[src/rtl/binary_feature_extractor.sv]
// Streaming binary-image feature extractor: per-frame foreground count, bounding box and
// centroid sums, snapshotted on frame_done. Optional macro FEAT_CENTROID_EN enables sum_x/sum_y.
module binary_feature_extractor #(
  parameter int unsigned IMG_W = 28,
  parameter int unsigned IMG_H = 28
) (
  input  logic        pixel_clk,
  input  logic        rst_n,
  input  logic        binary_pixel,
  input  logic        binary_valid,
  input  logic        frame_done,
  output logic        feat_valid,
  output logic [9:0]  fg_count,
  output logic [4:0]  bbox_xmin,
  output logic [4:0]  bbox_xmax,
  output logic [4:0]  bbox_ymin,
  output logic [4:0]  bbox_ymax,
  output logic        bbox_empty,
  output logic [14:0] sum_x,
  output logic [14:0] sum_y,
  output logic        frame_err
);

  localparam logic [9:0] NumPix  = 10'(IMG_W * IMG_H);
  localparam logic [4:0] XLast   = 5'(IMG_W - 1);
  localparam logic [4:0] MinInit = 5'd31;

  typedef enum logic [1:0] {StIdle, StAccum, StReport} state_e;

  state_e     state_q, state_d;

  logic       accept;
  logic [4:0] x_q, x_d, x_upd;
  logic [4:0] y_q, y_d, y_upd;
  logic [9:0] cnt_q, cnt_d, cnt_upd;
  logic       ovf_q, ovf_d, ovf_upd;
  logic [9:0] fg_q, fg_d, fg_upd;
  logic [4:0] xmin_q, xmin_d, xmin_upd;
  logic [4:0] xmax_q, xmax_d, xmax_upd;
  logic [4:0] ymin_q, ymin_d, ymin_upd;
  logic [4:0] ymax_q, ymax_d, ymax_upd;

  logic [9:0] fg_count_q, fg_count_d;
  logic [4:0] bbox_xmin_q, bbox_xmin_d;
  logic [4:0] bbox_xmax_q, bbox_xmax_d;
  logic [4:0] bbox_ymin_q, bbox_ymin_d;
  logic [4:0] bbox_ymax_q, bbox_ymax_d;
  logic       bbox_empty_q, bbox_empty_d;
  logic       frame_err_q, frame_err_d;

  // Working values including the pixel of this cycle, so a pixel coincident with
  // frame_done lands in the snapshot.
  always_comb begin
    accept   = binary_valid && (cnt_q != NumPix);
    x_upd    = x_q;
    y_upd    = y_q;
    cnt_upd  = cnt_q;
    ovf_upd  = ovf_q | (binary_valid & ~accept);
    fg_upd   = fg_q;
    xmin_upd = xmin_q;
    xmax_upd = xmax_q;
    ymin_upd = ymin_q;
    ymax_upd = ymax_q;
    if (accept) begin
      cnt_upd = cnt_q + 10'd1;
      if (x_q == XLast) begin
        x_upd = '0;
        y_upd = y_q + 5'd1;
      end else begin
        x_upd = x_q + 5'd1;
      end
      if (binary_pixel) begin
        fg_upd = fg_q + 10'd1;
        if (x_q < xmin_q) xmin_upd = x_q;
        if (x_q > xmax_q) xmax_upd = x_q;
        if (y_q < ymin_q) ymin_upd = y_q;
        if (y_q > ymax_q) ymax_upd = y_q;
      end
    end
  end

  always_comb begin
    x_d          = x_upd;
    y_d          = y_upd;
    cnt_d        = cnt_upd;
    ovf_d        = ovf_upd;
    fg_d         = fg_upd;
    xmin_d       = xmin_upd;
    xmax_d       = xmax_upd;
    ymin_d       = ymin_upd;
    ymax_d       = ymax_upd;
    fg_count_d   = fg_count_q;
    bbox_xmin_d  = bbox_xmin_q;
    bbox_xmax_d  = bbox_xmax_q;
    bbox_ymin_d  = bbox_ymin_q;
    bbox_ymax_d  = bbox_ymax_q;
    bbox_empty_d = bbox_empty_q;
    frame_err_d  = frame_err_q;
    if (frame_done) begin
      fg_count_d   = fg_upd;
      bbox_empty_d = (fg_upd == 10'd0);
      bbox_xmin_d  = (fg_upd == 10'd0) ? 5'd0 : xmin_upd;
      bbox_xmax_d  = (fg_upd == 10'd0) ? 5'd0 : xmax_upd;
      bbox_ymin_d  = (fg_upd == 10'd0) ? 5'd0 : ymin_upd;
      bbox_ymax_d  = (fg_upd == 10'd0) ? 5'd0 : ymax_upd;
      frame_err_d  = (cnt_upd != NumPix) || ovf_upd;
      x_d          = '0;
      y_d          = '0;
      cnt_d        = '0;
      ovf_d        = 1'b0;
      fg_d         = '0;
      xmin_d       = MinInit;
      xmax_d       = '0;
      ymin_d       = MinInit;
      ymax_d       = '0;
    end
  end

  always_comb begin
    state_d = state_q;
    unique case (state_q)
      StIdle: begin
        if (frame_done)        state_d = StReport;
        else if (binary_valid) state_d = StAccum;
      end
      StAccum: begin
        if (frame_done) state_d = StReport;
      end
      StReport: begin
        if (frame_done)        state_d = StReport;
        else if (binary_valid) state_d = StAccum;
        else                   state_d = StIdle;
      end
      default: state_d = StIdle;
    endcase
  end

  always_ff @(posedge pixel_clk or negedge rst_n) begin
    if (!rst_n) begin
      state_q      <= StIdle;
      x_q          <= '0;
      y_q          <= '0;
      cnt_q        <= '0;
      ovf_q        <= 1'b0;
      fg_q         <= '0;
      xmin_q       <= MinInit;
      xmax_q       <= '0;
      ymin_q       <= MinInit;
      ymax_q       <= '0;
      fg_count_q   <= '0;
      bbox_xmin_q  <= '0;
      bbox_xmax_q  <= '0;
      bbox_ymin_q  <= '0;
      bbox_ymax_q  <= '0;
      bbox_empty_q <= 1'b1;
      frame_err_q  <= 1'b0;
    end else begin
      state_q      <= state_d;
      x_q          <= x_d;
      y_q          <= y_d;
      cnt_q        <= cnt_d;
      ovf_q        <= ovf_d;
      fg_q         <= fg_d;
      xmin_q       <= xmin_d;
      xmax_q       <= xmax_d;
      ymin_q       <= ymin_d;
      ymax_q       <= ymax_d;
      fg_count_q   <= fg_count_d;
      bbox_xmin_q  <= bbox_xmin_d;
      bbox_xmax_q  <= bbox_xmax_d;
      bbox_ymin_q  <= bbox_ymin_d;
      bbox_ymax_q  <= bbox_ymax_d;
      bbox_empty_q <= bbox_empty_d;
      frame_err_q  <= frame_err_d;
    end
  end

`ifdef FEAT_CENTROID_EN
  logic [14:0] sx_q, sx_d, sy_q, sy_d;
  logic [14:0] sum_x_q, sum_x_d, sum_y_q, sum_y_d;

  always_comb begin
    sx_d    = sx_q;
    sy_d    = sy_q;
    sum_x_d = sum_x_q;
    sum_y_d = sum_y_q;
    if (accept && binary_pixel) begin
      sx_d = sx_q + 15'(x_q);
      sy_d = sy_q + 15'(y_q);
    end
    if (frame_done) begin
      sum_x_d = sx_d;
      sum_y_d = sy_d;
      sx_d    = '0;
      sy_d    = '0;
    end
  end

  always_ff @(posedge pixel_clk or negedge rst_n) begin
    if (!rst_n) begin
      sx_q    <= '0;
      sy_q    <= '0;
      sum_x_q <= '0;
      sum_y_q <= '0;
    end else begin
      sx_q    <= sx_d;
      sy_q    <= sy_d;
      sum_x_q <= sum_x_d;
      sum_y_q <= sum_y_d;
    end
  end

  assign sum_x = sum_x_q;
  assign sum_y = sum_y_q;
`else
  assign sum_x = '0;
  assign sum_y = '0;
`endif

  assign feat_valid = (state_q == StReport);
  assign fg_count   = fg_count_q;
  assign bbox_xmin  = bbox_xmin_q;
  assign bbox_xmax  = bbox_xmax_q;
  assign bbox_ymin  = bbox_ymin_q;
  assign bbox_ymax  = bbox_ymax_q;
  assign bbox_empty = bbox_empty_q;
  assign frame_err  = frame_err_q;

endmodule

[config.mk]
export PLATFORM = sky130hd
export DESIGN_NAME = binary_feature_extractor
export DESIGN_NICKNAME = d
export VERILOG_FILES = /design/src/rtl/binary_feature_extractor.sv
export SDC_FILE = /design/constraint.sdc
export NUM_CORES = 1
export LEC_CHECK = 0
export BUFFER_PORTS_ARGS = -buffer_cell sky130_fd_sc_hd__buf_2
export CAP_MARGIN = 20
export CORE_ASPECT_RATIO = 1.1
export CORE_UTILIZATION = 52
export DETAILED_ROUTE_END_ITERATION = 6
export HOLD_SLACK_MARGIN = 0.06
export MAX_ROUTING_LAYER = met4
export PLACE_DENSITY = 0.8
export SYNTH_ARGS = -nofsm -noshare
export SYNTH_HDL_FRONTEND = slang
export SYNTH_SLANG_ARGS = --single-unit
[constraint.sdc]
create_clock -name pixel_clk -period 2.5 [get_ports pixel_clk]
set_input_delay 0.75 -clock pixel_clk [delete_from_list [all_inputs] [get_ports pixel_clk]]
set_output_delay 0.75 -clock pixel_clk [all_outputs]
set_load 0.1 [all_outputs]
## After elaboration in Yosys (flattened, before gate mapping)

Index checks and enable logic that the tools add are counted.

- Add/subtract/negate cells: 4
- $mul: 0
- Divide/modulo/power cells: 0
- Order comparisons: 4
- Equal/unequal tests: 7
- Shift operators: 0
- Muxes and demuxes: 38
- Bitwise gates (word level): 3
- Reductions and logical operators: 8

Operators by type and width:

| kind | number |
|---|---|
| 2-to-1 mux 5 bit | 26 |
| 2-to-1 mux 10 bit | 5 |
| adder 10 x 1 -> 10 bit (second input constant) | 2 |
| != test 10 bit (second input constant) | 2 |
| adder 5 x 1 -> 5 bit (second input constant) | 2 |
| > comparator 5 bit | 2 |
| logical NOT 10 bit | 1 |
| less-than comparator 5 bit | 2 |
| 2-to-1 mux 2 bit | 4 |
| case mux 2 bit (3 select lines) | 1 |
| equality test 5 bit (second input constant) | 1 |
| AND reduction 2 bit | 2 |
| nonzero test 2 bit | 2 |
| != test 3 bit (second input constant) | 1 |
| equality test 2 x 1 -> 1 bit (second input constant) | 1 |
| equality test 2 bit (second input constant) | 1 |
| logical NOT 2 bit | 1 |
| 2-to-1 mux 1 bit | 2 |
| != test 2 bit (second input constant) | 1 |
| bitwise AND 1 bit | 1 |
| logical AND 1 bit | 1 |
| logical OR 1 bit | 1 |
| inverter 1 bit | 1 |
| OR 1 bit | 1 |

- Flip-flop bits (word level): 85
- Bits in latches: 0
- RAM bits: 0
- Memory bits (read-only): 0
- Word-level logic and storage cells: 81
- Memories: 0

## Longest topological paths before layout

Gate-level depths: netlist (run 1).

- Word-level depth: 6
- Mapped depth: 11
- Mapped depth without buffers: 8

## Worst setup path after synthesis (run 1)

OpenSTA, ideal clock, no wires.

- Path kind: register to output
- From: register state_q[0]
- To: output port feat_valid
- Data arrival time: 1.732 ns
- Data required time: 1.750 ns
- Slack: 0.018 ns
- Cell stages (with the launch flop): 2
- Buffers on the path: 0
- Cells stage by stage: dfrtp_1 -> nor2b_1

- Word-level cells in the longest chain between the ends: 1

Ends and longest elaborated chain:

| what | RTL line | text |
|---|---|---|
| start, declared | 30 | `state_e state_q, state_d;` |
| start signal, assigned | 140 | `state_q <= StIdle;` |
| start signal, assigned | 158 | `state_q <= state_d;` |
| equality test 2 bit | 220 | `assign feat_valid = (state_q == StReport);` |
| end, declared | 12 | `output logic feat_valid,` |

No other way between the ends.

## Worst setup path after layout (run 1)

- From: register xmin_q[1]
- To: register bbox_xmin_q[3] (netlist: bbox_xmin[3])

- Word-level cells in the longest chain between the ends: 5

Ends and longest elaborated chain:

| what | RTL line | text |
|---|---|---|
| start, declared | 38 | `logic [4:0] xmin_q, xmin_d, xmin_upd;` |
| start signal, assigned | 146 | `xmin_q <= MinInit;` |
| start signal, assigned | 164 | `xmin_q <= xmin_d;` |
| less-than comparator 5 bit | 74 | `if (x_q < xmin_q) xmin_upd = x_q;` |
| 2-to-1 mux 5 bit | 74 |  |
| 2-to-1 mux 5 bit | 72 | `if (binary_pixel) begin` |
| 2-to-1 mux 5 bit | 64 | `if (accept) begin` |
| 2-to-1 mux 5 bit | 102 | `bbox_xmin_d = (fg_upd == 10'd0) ? 5'd0 : xmin_upd;` |
| end signal, assigned | 169 | `bbox_xmin_q <= bbox_xmin_d;` |
| end, declared | 44 | `logic [4:0] bbox_xmin_q, bbox_xmin_d;` |

No other way between the ends.
A chain may end at the register's enable or synchronous reset.

==> results by group, run 1 <==
Run status
  • Status: finished, final reports clean

Route
  • Drc violations: 0
  • Iteration-0 DRC Markers: 311
  • DR vias: 3585
  • Wire length per cell: 14.8 um
  • Vias per inst: 5.46
  • Pre-Repair DR Iteration Count: 5
  • Routed Antenna Nets: 0
  • WL final: 9.69 mm

Finish
  • Nets: 565
  • Cell area after layout: 5300 um2
  • Share of layout cells above drive strength 1: 20.5%
  • Post-layout util: 59.7%
  • N_diodes: 0
  • Post-Layout Cell Count: 656
  • Fillers: 721
  • Layout area overhead: 11.0%

GRT
  • Global-route wire length before repair: 16.3 mm
  • GRT overflow: 0
  • Antenna violations before repair: 0
  • Total GRT Usage: 22.7%
  • Vias in the first global route: 3460
  • Pin count of the biggest net entering global routing: 39

Worst setup path
  • Crit path kind: reg -> reg
  • Worst setup SP type: flip-flop
  • Worst Reg-to-Reg Cells: 8
  • CP Capture Type: flip-flop
  • Largest fanout on the critical path: 5
  • Worst endpoint required time: 2.73 ns
  • Worst path slowest cell: dfstp_2
  • Crit path DAT: 2.61 ns
  • CP cell instances: inv_1 -> ha_1 -> a21o_1 -> a211o_1 -> a2111oi_4 -> buf_4 -> mux2i_1 -> a211oi_1
  • Largest stage delay, worst path: 0.54 ns

Place
  • GP Congestion: 0.866
  • I/O Buffers: 37
  • DP Wirelength: 7.15 mm
  • Pre-CTS WS: -0.0785 ns
  • Cells after DPL: 640
  • Post-DP Area: 5110 um2

Pwr
  • Clock power share: 26.3%
  • Leak Pwr: 2.55 nW
  • NetSw: 1.33 mW
  • Design Power: 3.33 mW
  • Pwr per Cell Area: 630 nW/um2
  • Internal power: 2.01 mW
  • Gate power share: 28.7%
  • Switching part of the total: 39.7%
  • Sequential Power Share: 45.0%
  • Maximum VDD drop: 0.307 mV

Floorplanning
  • Die Area: 9560 um2
  • Die Wd: 93.3 um
  • Row cnt: 36
  • Initial cell density of the core: 53.8%
  • Area of the core: 8870 um2
  • I/O pin count: 68
  • Die H: 102 um

STA
  • Setup TNS: 0 ns
  • Final Slew Violations: 0
  • Setup violators final: 0
  • Least-Margin Pin Slew: 0.655 ns
  • Fmax: 0.420 GHz
  • RSZ-0062 raised after global routing: no
  • Clock skew: 0.0136 ns
  • Min cycle time layout: 2.38 ns
  • Minimum hold slack: 0.337 ns
  • Period utilization: 95.3%
  • Slew HR: 56.1%
  • Hold Fails Final Rpt: 0
  • Final WS setup: 0.116 ns

Run
  • Max Cap Viol: 0

Synthesis
  • Ys Warns: 0
  • Ys flop type: dfrtp_1
  • EDFF count, synth: 0
  • Post-synthesis cell count: 483
  • Post-synth ARST share: 100%
  • Seq/Total Area, Yosys: 44.9%
  • Syn Std Cell Area: 4770 um2
  • #FFs+latches synth: 85
  • Mean Syn Cell Area: 9.88 um2
  • Post-synthesis cell type count: 56

Clock network
  • CTS Sinks: 85
  • CTS tree: done
  • CTS clk-pin slew, worst paths: 0.08 ns
  • Hold-fix buffers, CTS: 0
  • TritonCTS Buffers: 9
  • Clock buffer depth: 2
  • Gates resized, CTS repair: 0
  • Root buf cell: clkbuf_8
  • Clk_lat worst skew: 0.36 ns
  • Postcts setup bufs: 0
  • CTS H-tree lvls: 3

Min path
  • Hold crit path type: in -> async
## power groups by stage
stage                     Combinational [mW]  Sequential [mW]  Clock (mW)
final                                  0.956             1.50       0.878
after global placement                 0.940             1.52           0
after CTS                              0.955             1.50       0.888
after detailed placement               0.952             1.53           0
after global routing                    1.00             1.51       0.957
after floorplan                        0.448             1.90           0
## critical path: cells and delay by family, from the launching register on
family	cells	cell delay (ns)
buffers and inverters	2	0.26
muxes	1	0.30
AOI/OAI and AO/OA	4	0.90
adders and majority gates	1	0.26
DFF	1	0.54
## Yosys cell counts, drive strengths merged (4+ instances only)
cell type | instances | area share [%]
a211oi | 17 | 3.5
nand3 | 17 | 1.9
o211ai | 4 | 0.92
ha | 23 | 6.0
a31oi | 6 | 1.1
o32ai | 5 | 0.92
nor2b | 4 | 0.52
a21oi | 26 | 2.7
o21ai | 12 | 1.3
inv | 25 | 2.0
dfstp | 11 | 6.1
mux2i | 19 | 4.1
a21o | 4 | 0.63
nand2 | 32 | 2.5
clkbuf | 19 | 1.5
dfrtp | 74 | 39
xor2 | 14 | 2.6
or3 | 5 | 0.66
nor2 | 66 | 5.2
and3 | 5 | 0.66
xnor2 | 13 | 2.4
buf | 34 | 5.6
nand4 | 11 | 1.4
## worst paths after layout
check                                           endpoint                   start  slack, ns
worst max-delay path            bbox_xmin[3]$_DFFE_PN0P_     xmin_q[1]$_DFF_PN1_       0.12
worst max register to register  bbox_xmin[3]$_DFFE_PN0P_     xmin_q[1]$_DFF_PN1_       0.12
worst min-delay path                  cnt_q[7]$_DFF_PN0_                   rst_n       0.34
max in group asynchronous            xmin_q[3]$_DFF_PN1_                   rst_n       1.50
worst min register to register    state_q[1]$_DFFE_PN0P_  state_q[1]$_DFFE_PN0P_       0.48
min in group pixel_clk            state_q[1]$_DFFE_PN0P_  state_q[1]$_DFFE_PN0P_       0.48
## cell type report
type | instances | area [um2] | share of cell area (%)
clock buffers | 13 | 149 | 2.81
well taps | 114 | 143 | 2.69
inverters | 25 | 93.8 | 1.77
repair buffers | 67 | 428 | 8.08
multi-input cells | 349 | 2320 | 43.8
flip-flops and latches | 85 | 2140 | 40.4
clock inverters | 3 | 21.3 | 0.402
## per-layer routing
metal	part of all wire [%]	vias up	GRT usage (%)
met5	0	-	-
met3	5.4	21	3.65
met1	42	1707	27.7
met2	51	135	37.2
li1	-	1722	-
met4	1.9	0	10.3
## state kept, by name (all words and copies together), names as in the netlist, 5 cells and up
name / count
xmin_q: 5
ymin_q: 5
bbox_ymax: 5
cnt_q: 10
x_q: 5
ymax_q: 5
bbox_xmin: 5
bbox_xmax: 5
bbox_ymin: 5
fg_count: 10
y_q: 5
xmax_q: 5
fg_q: 10
## kinds of logic after synthesis
group | after synthesis | synth area share (%)
fa+ha+maj | 23 | 6.03
other cells | 1 | 0.0786
buf+inv | 78 | 9.05
mux | 19 | 4.06
simple gates | 162 | 16.9
flops | 85 | 44.9
compound gates | 88 | 14.0
xor+xnor | 27 | 4.96
## layout by cell type (no fill, tap or decap), types with 8 or more instances in the layout
cell type and count:
a211oi_2 8, mux2i_1 18, dfrtp_1 74, nor2_1 66
nand4_1 11, a211oi_1 9, a21oi_1 26, ha_1 23
conb_1 30, xor2_1 14, buf_2 35, clkbuf_8 10
dfstp_2 11, inv_1 25, nand3_1 16, buf_4 31
xnor2_1 13, nand2_1 32, o21ai_0 12
Note: power is estimated with default switching activity, not from simulation.
==> inputs of run 2 (changes only) <==
CTS_CLUSTER_DIAMETER = 80   (was default)
SETUP_SLACK_MARGIN = 0.5   (was default)
==> run 2 against run 1 <==
Effect of this change:
- global-route usage up 1.9 points
- total power up 8.0%
- highest routed layer unchanged
- cell area up 12%
- non-clock buffer count up 17
- hold slack worse by 0.016 ns
- largest power group unchanged
- die area unchanged
==> results by group, run 2 (synthesis gave the netlist of run 1 again) <==
Finish
  • Nets: 583 (+3.2%)
  • Most common cell after layout, fill and taps aside: dfrtp_1
  • Share of layout cells above drive strength 1: 32.5% (+12 points)
  • Post-Layout Cell Count: 674 (+2.7%)
  • Most frequent cells in the layout: 72 x dfrtp_1, 66 x nor2_1, 36 x buf_4
  • N_diodes: 0 (unchanged)
  • Layout area overhead: 24.5%

STA
  • Period utilization: 94.8% (-0.54 points)
  • Min cycle time layout: 2.37 ns (-0.0136 ns)
  • RSZ-0062 raised after global routing: yes
  • Setup TNS: 0 ns (unchanged)
  • Clock skew: 0.0127 ns (-0.000888 ns)
  • Setup violators final: 0 (unchanged)
  • Fmax: 0.422 GHz (+0.57%)
  • Hold Fails Final Rpt: 0 (unchanged)
  • Final Slew Violations: 0 (unchanged)

Min path
  • Hold crit path type: in -> async

Clock network
  • CTS Sinks: 85 (unchanged)
  • CTS H-tree lvls: 3 (unchanged)
  • Clk_lat worst skew: 0.36 ns (about the same)
  • CTS tree: done
  • CTS clk-pin slew, worst paths: 0.09 ns (about the same)
  • Root buf cell: clkbuf_8
  • TritonCTS Buffers: 9 (unchanged)
  • Clock buffer depth: 2 (unchanged)

Route
  • DR vias: 3867 (+7.9%)
  • Routed Antenna Nets: 0 (unchanged)
  • Wire length per cell: 17.6 um (+19%)
  • Pre-Repair DR Iteration Count: 5 (unchanged)
  • WL final: 11.8 mm (+22%)
  • Iteration-0 DRC Markers: 319 (+2.6%)
  • Vias per inst: 5.74 (+5.0%)
  • Drc violations: 0 (unchanged)

Floorplanning
  • Area of the core: 8870 um2 (unchanged)
  • Initial cell density of the core: 53.8% (unchanged)
  • Row cnt: 36 (unchanged)
  • I/O pin count: 68 (unchanged)
  • Die H: 102 um (unchanged)
  • Die Wd: 93.3 um (unchanged)
  • Die Area: 9560 um2 (unchanged)

Place
  • Cells after DPL: 631 (-1.4%)
  • DP Wirelength: 6.95 mm (-2.8%)
  • GP Congestion: 0.852 (-1.7%)
  • I/O Buffers: 37 (unchanged)

GRT
  • Vias in the first global route: 3604 (+4.2%)
  • Antenna violations before repair: 0 (unchanged)
  • GRT overflow: 0 (unchanged)
  • Pin count of the biggest net entering global routing: 76 (+95%)
  • Global-route wire length before repair: 17.5 mm (+7.4%)
  • Total GRT Usage: 24.6% (+1.9 points)

Worst setup path
  • Worst endpoint required time: 2.73 ns (about the same)
  • Largest fanout on the critical path: 16 (+11)
  • Crit path kind: reg -> reg
  • CP Capture Type: flip-flop
  • Crit path DAT: 2.60 ns (about the same)
  • Worst setup SP type: flip-flop

Pwr
  • Pwr per Cell Area: 607 nW/um2 (-3.7%)
  • Leak Pwr: 2.71 nW (+6.3%)
  • Maximum VDD drop: 0.331 mV (+7.9%)

Run status
  • Status: finished, final reports clean

Run
  • Max Cap Viol: 0 (unchanged)
-- run 2: power by group --
| part | leakage, nW | internal [mW] | total, mW | switching [mW] |
|---|---|---|---|---|
| clock | 0.103 | 0.522 | 1.03 | 0.512 |
| sequential | 1.09 | 1.46 | 1.51 | 0.0528 |
| combinational | 1.51 | 0.219 | 1.06 | 0.839 |
| total | 2.71 | 2.20 | 3.60 | 1.40 |
-- run 2: worst max-delay path, stage by stage, from the launching register on --
cell and delay (ns):
dfrtp_2 0.45, ha_1 0.25, nand4_1 0.14, a311oi_2 0.31, mux2i_2 0.33, o211ai_4 0.14, nor4bb_4 0.36, buf_12 0.20
a211oi_1 0.07
-- run 2: final timing paths --
| check | startpoint | end | slack [ns] | cells past startpoint |
|---|---|---|---|---|
| worst max-delay path | fg_q[1]$_DFF_PN0_ | bbox_xmin[4]$_DFFE_PN0P_ | 0.13 | 8 |
| worst min-delay path | rst_n | bbox_ymax[1]$_DFFE_PN0P_ | 0.32 | 1 |
| worst max register to register | fg_q[1]$_DFF_PN0_ | bbox_xmin[4]$_DFFE_PN0P_ | 0.13 | 8 |
| worst min register to register | state_q[1]$_DFFE_PN0P_ | state_q[0]$_DFFE_PN0P_ | 0.50 | 1 |
| max in group asynchronous | rst_n | xmin_q[1]$_DFF_PN1_ | 1.49 | 2 |
| min in group pixel_clk | state_q[1]$_DFFE_PN0P_ | state_q[0]$_DFFE_PN0P_ | 0.50 | 1 |
-- run 2: what timing repair did --
action,in CTS,in global routing
endpoints found under the hold margin,0,0
setup buffers,11,15
hold buffers,0,0
resized for setup,53,40
cloned,0,1
setup endpoints to repair,46,48
pin swaps,11,15
-- run 2: metal layers --
metal	vias up	wire [um]	track usage (%)
li1	1763	-	-
met1	1901	4710	29.6
met2	166	6140	41.2
met4	0	386	8.88
met3	37	605	4.99
met5	-	0	-
-- run 2: area by class of cell --
type                    instances  area (um2)
fillers                       620        2940
multi-input cells             350        2720
flip-flops and latches         85        2140
repair buffers                 84         631
clock buffers                  12         155
well taps                     114         143
inverters                      25        93.8
clock inverters                 4        55.1
-- run 2: stage by stage --
stage,worst slack [ns],hold slack [ns],cell area [um2],power [mW],util [%]
final,0.130,0.321,5940,3.60,66.9
after global routing,0.0287,0.356,5940,3.73,66.9
after CTS,0.211,0.331,5620,3.56,63.4
after detailed placement,0.0126,0.464,5080,2.48,57.3
after global placement,0.105,0.453,5080,2.46,57.3
after floorplan,0.198,0.432,4900,2.35,-
==> inputs of run 3 (changes only) <==
CORE_UTILIZATION = 58   (was 52)
PLACE_DENSITY = 0.85   (was 0.8)
clock period = 2.3 ns   (was 2.5 ns; I/O delays follow)
==> run 3 against run 2 <==
Effect of this change:
- clock power down 9%
- sequential power rose by 9%
- largest cell class unchanged
- clock-buffer cell count stayed put
- hold slack got worse by 0.068 ns
- global-route usage grew 5.1 points
- the run now ends with setup timing left
- non-clock buffer count up 18
==> results by group, run 3 (synthesis gave the netlist of run 1 again) <==
Worst setup path
  • Reg-to-reg startpoint: fg_q[0]$_DFF_PN0_
  • Buf+Inv Stages, Crit Path: 1 (unchanged)
  • Worst path slowest cell: dfrtp_1
  • Largest fanout on the critical path: 16 (unchanged)
  • Worst setup SP type: flip-flop
  • CP delay by family, top: simple AND/OR/NAND/NOR gates
  • CP cell instances: ha_1 -> nand3_1 -> nor3_2 -> nand4_1 -> nand2_1 -> nor4bb_4 -> buf_12 -> a211oi_1
  • Reg2Reg Setup Slack: -0.08 ns (-0.21 ns)
  • Crit path kind: reg -> reg
  • Critical Path Stages: 8 (unchanged)
  • Crit path DAT: 2.59 ns (about the same)
  • Largest stage delay, worst path: 0.37 ns (-0.08 ns)
  • Worst endpoint required time: 2.51 ns (-0.22 ns)
  • Worst Reg-to-Reg Cells: 8 (unchanged)
  • Reg2reg end: bbox_ymax[2]$_DFFE_PN0P_
  • CP Capture Type: flip-flop

STA
  • Period utilization: 104% (+8.8 points)
  • Final WS setup: -0.0835 ns (-0.213 ns)
  • Clock skew: 0.0120 ns (-0.000725 ns)
  • Hold Fails Final Rpt: 0 (unchanged)
  • RSZ-0062 raised after global routing: yes
  • Least-Margin Pin Slew: 0.545 ns
  • Fmax: 0.420 GHz (-0.56%)
  • Final Slew Violations: 0 (unchanged)
  • Slew HR: 63.7%
  • Min cycle time layout: 2.38 ns (+0.0134 ns)
  • Setup violators final: 16 (+16)

Route
  • Pre-Repair DR Iteration Count: 5 (unchanged)
  • DR vias: 4017 (+3.9%)
  • Iteration-0 DRC Markers: 286 (-10%)
  • Vias per inst: 5.86 (+2.2%)
  • Drc violations: 0 (unchanged)
  • Routed Antenna Nets: 0 (unchanged)
  • WL final: 12.1 mm (+2.2%)
  • Wire length per cell: 17.7 um (+0.51%)

Clock network
  • CTS Sinks: 85 (unchanged)
  • CTS tree: done
  • Clk_lat worst skew: 0.36 ns (about the same)
  • CTS H-tree lvls: 3 (unchanged)
  • CTS clk-pin slew, worst paths: 0.09 ns (about the same)
  • Clock buffer depth: 2 (unchanged)
  • TritonCTS Buffers: 9 (unchanged)
  • Root buf cell: clkbuf_8

Run status
  • Status: complete, but fails checks
  • Violated checks: setup timing

GRT
  • Total GRT Usage: 29.6% (+5.1 points)
  • Pin count of the biggest net entering global routing: 52 (-32%)
  • Global-route wire length before repair: 18.8 mm (+7.1%)
  • GRT overflow: 0 (unchanged)
  • Antenna violations before repair: 0 (unchanged)
  • Vias in the first global route: 3946 (+9.5%)

Pwr
  • Sequential Power Share: 43.2% (+1.3 points)
  • Clock power share: 24.7% (-4.0 points)
  • Maximum VDD drop: 0.385 mV (+16%)
  • Switching part of the total: 40.2% (+1.2 points)
  • Gate power share: 32.1% (+2.7 points)
  • Design Power: 3.81 mW (+5.7%)
  • Internal power: 2.28 mW (+3.6%)
  • NetSw: 1.53 mW (+8.9%)
  • Pwr per Cell Area: 618 nW/um2 (+1.9%)
  • Leak Pwr: 2.78 nW (+2.5%)

Floorplanning
  • Die Wd: 88.5 um (-5.2%)
  • I/O pin count: 68 (unchanged)
  • Area of the core: 7960 um2 (-10%)
  • Die H: 97.1 um (-5.2%)
  • Die Area: 8590 um2 (-10%)
  • Row cnt: 34 (-5.6%)
  • Initial cell density of the core: 60.0% (+6.2 points)

Finish
  • Share of layout cells above drive strength 1: 35.5% (+3.0 points)
  • Most frequent cells in the layout: 85 x buf_4, 72 x dfrtp_1, 66 x nor2_1
  • Post-Layout Cell Count: 685 (+1.6%)
  • Multi-input logic area: 2760 um2 (+1.5%)
  • Fillers: 473 (-24%)
  • N_diodes: 0 (unchanged)
  • Nets: 600 (+2.9%)
  • Sequential cell area: 2140 um2 (unchanged)
  • Layout area overhead: 29.1%
  • Most common cell after layout, fill and taps aside: buf_4

Place
  • I/O Buffers: 37 (unchanged)
  • GP Congestion: 0.905 (+6.2%)
  • DP Wirelength: 7.34 mm (+5.6%)
  • Cells after DPL: 641 (+1.6%)

Min path
  • Hold crit path type: in -> async

Run
  • Max Cap Viol: 0 (unchanged)
run 3: changes by cell type in the layout (fill, tap and decap cells not counted), sizes merged:
cell	before	now
buf	84	102
clkinvlp	1	3
bufinv	1	0
inv	26	25
nand2	33	32
run 3: power by group through the flow:
stage          sequential, mW  clock (mW)  combinational [mW]
6_report                 1.64       0.939                1.22
5_1_grt                  1.65        1.03                1.27
4_1_cts                  1.64       0.941                1.17
3_5_place_dp             1.66           0                1.05
3_3_place_gp             1.66           0                1.04
2_1_floorplan            2.07           0               0.497
run 3: final cells by class:
type / instances / area share (%)
multi-input combinational: 349 / 44.8
inverter: 25 / 1.52
timing repair buffer: 102 / 14.0
clock inverter: 4 / 0.447
tap: 108 / 2.19
clock buffer: 12 / 2.19
sequential: 85 / 34.8
run 3: worst max-delay path by stage:
stage	slack (ns)	start	to
6_report	-0.08	fg_q[0]$_DFF_PN0_	bbox_ymax[2]$_DFFE_PN0P_
5_1_grt	-0.18	fg_q[0]$_DFF_PN0_	bbox_ymax[2]$_DFFE_PN0P_
4_1_cts	-0.02	cnt_q[0]$_DFF_PN0_	bbox_ymax[2]$_DFFE_PN0P_
3_5_place_dp	-0.18	binary_valid	bbox_ymax[1]$_DFFE_PN0P_
3_3_place_gp	-0.05	binary_valid	bbox_ymin[4]$_DFFE_PN0P_
2_1_floorplan	0.04	xmin_q[1]$_DFF_PN1_	bbox_xmin[0]$_DFFE_PN0P_
run 3: through the flow:
stage,hold WS (ns),worst slack [ns],cell area [um2],TNS [ns],util (%)
after floorplan,0.394,0.0385,4980,0,-
after global placement,0.452,-0.0468,5220,-0.507,65.7
after detailed placement,0.478,-0.181,5220,-2.92,65.7
after CTS,0.254,-0.0155,5940,-0.0581,74.7
after global routing,0.261,-0.179,6160,-2.63,77.4
final,0.253,-0.0835,6160,-0.875,77.4
run 3: metal layers:
metal  global-route usage, %  vias to the layer above  part of all wire [%]
met3                    5.35                       60                   5.2
li1                        -                     1805                     -
met1                    34.9                     1975                    38
met2                    48.6                      177                    53
met4                    14.0                        0                   4.2
met5                       -                        -                     0
run 3: timing repair:
action / 4_1_cts / 5_1_grt
gates resized for setup: 99 / 25
pin swaps: 20 / 9
setup buffers: 19 / 9
endpoints found under the setup margin: 96 / 74
hold buffers: 0 / 0
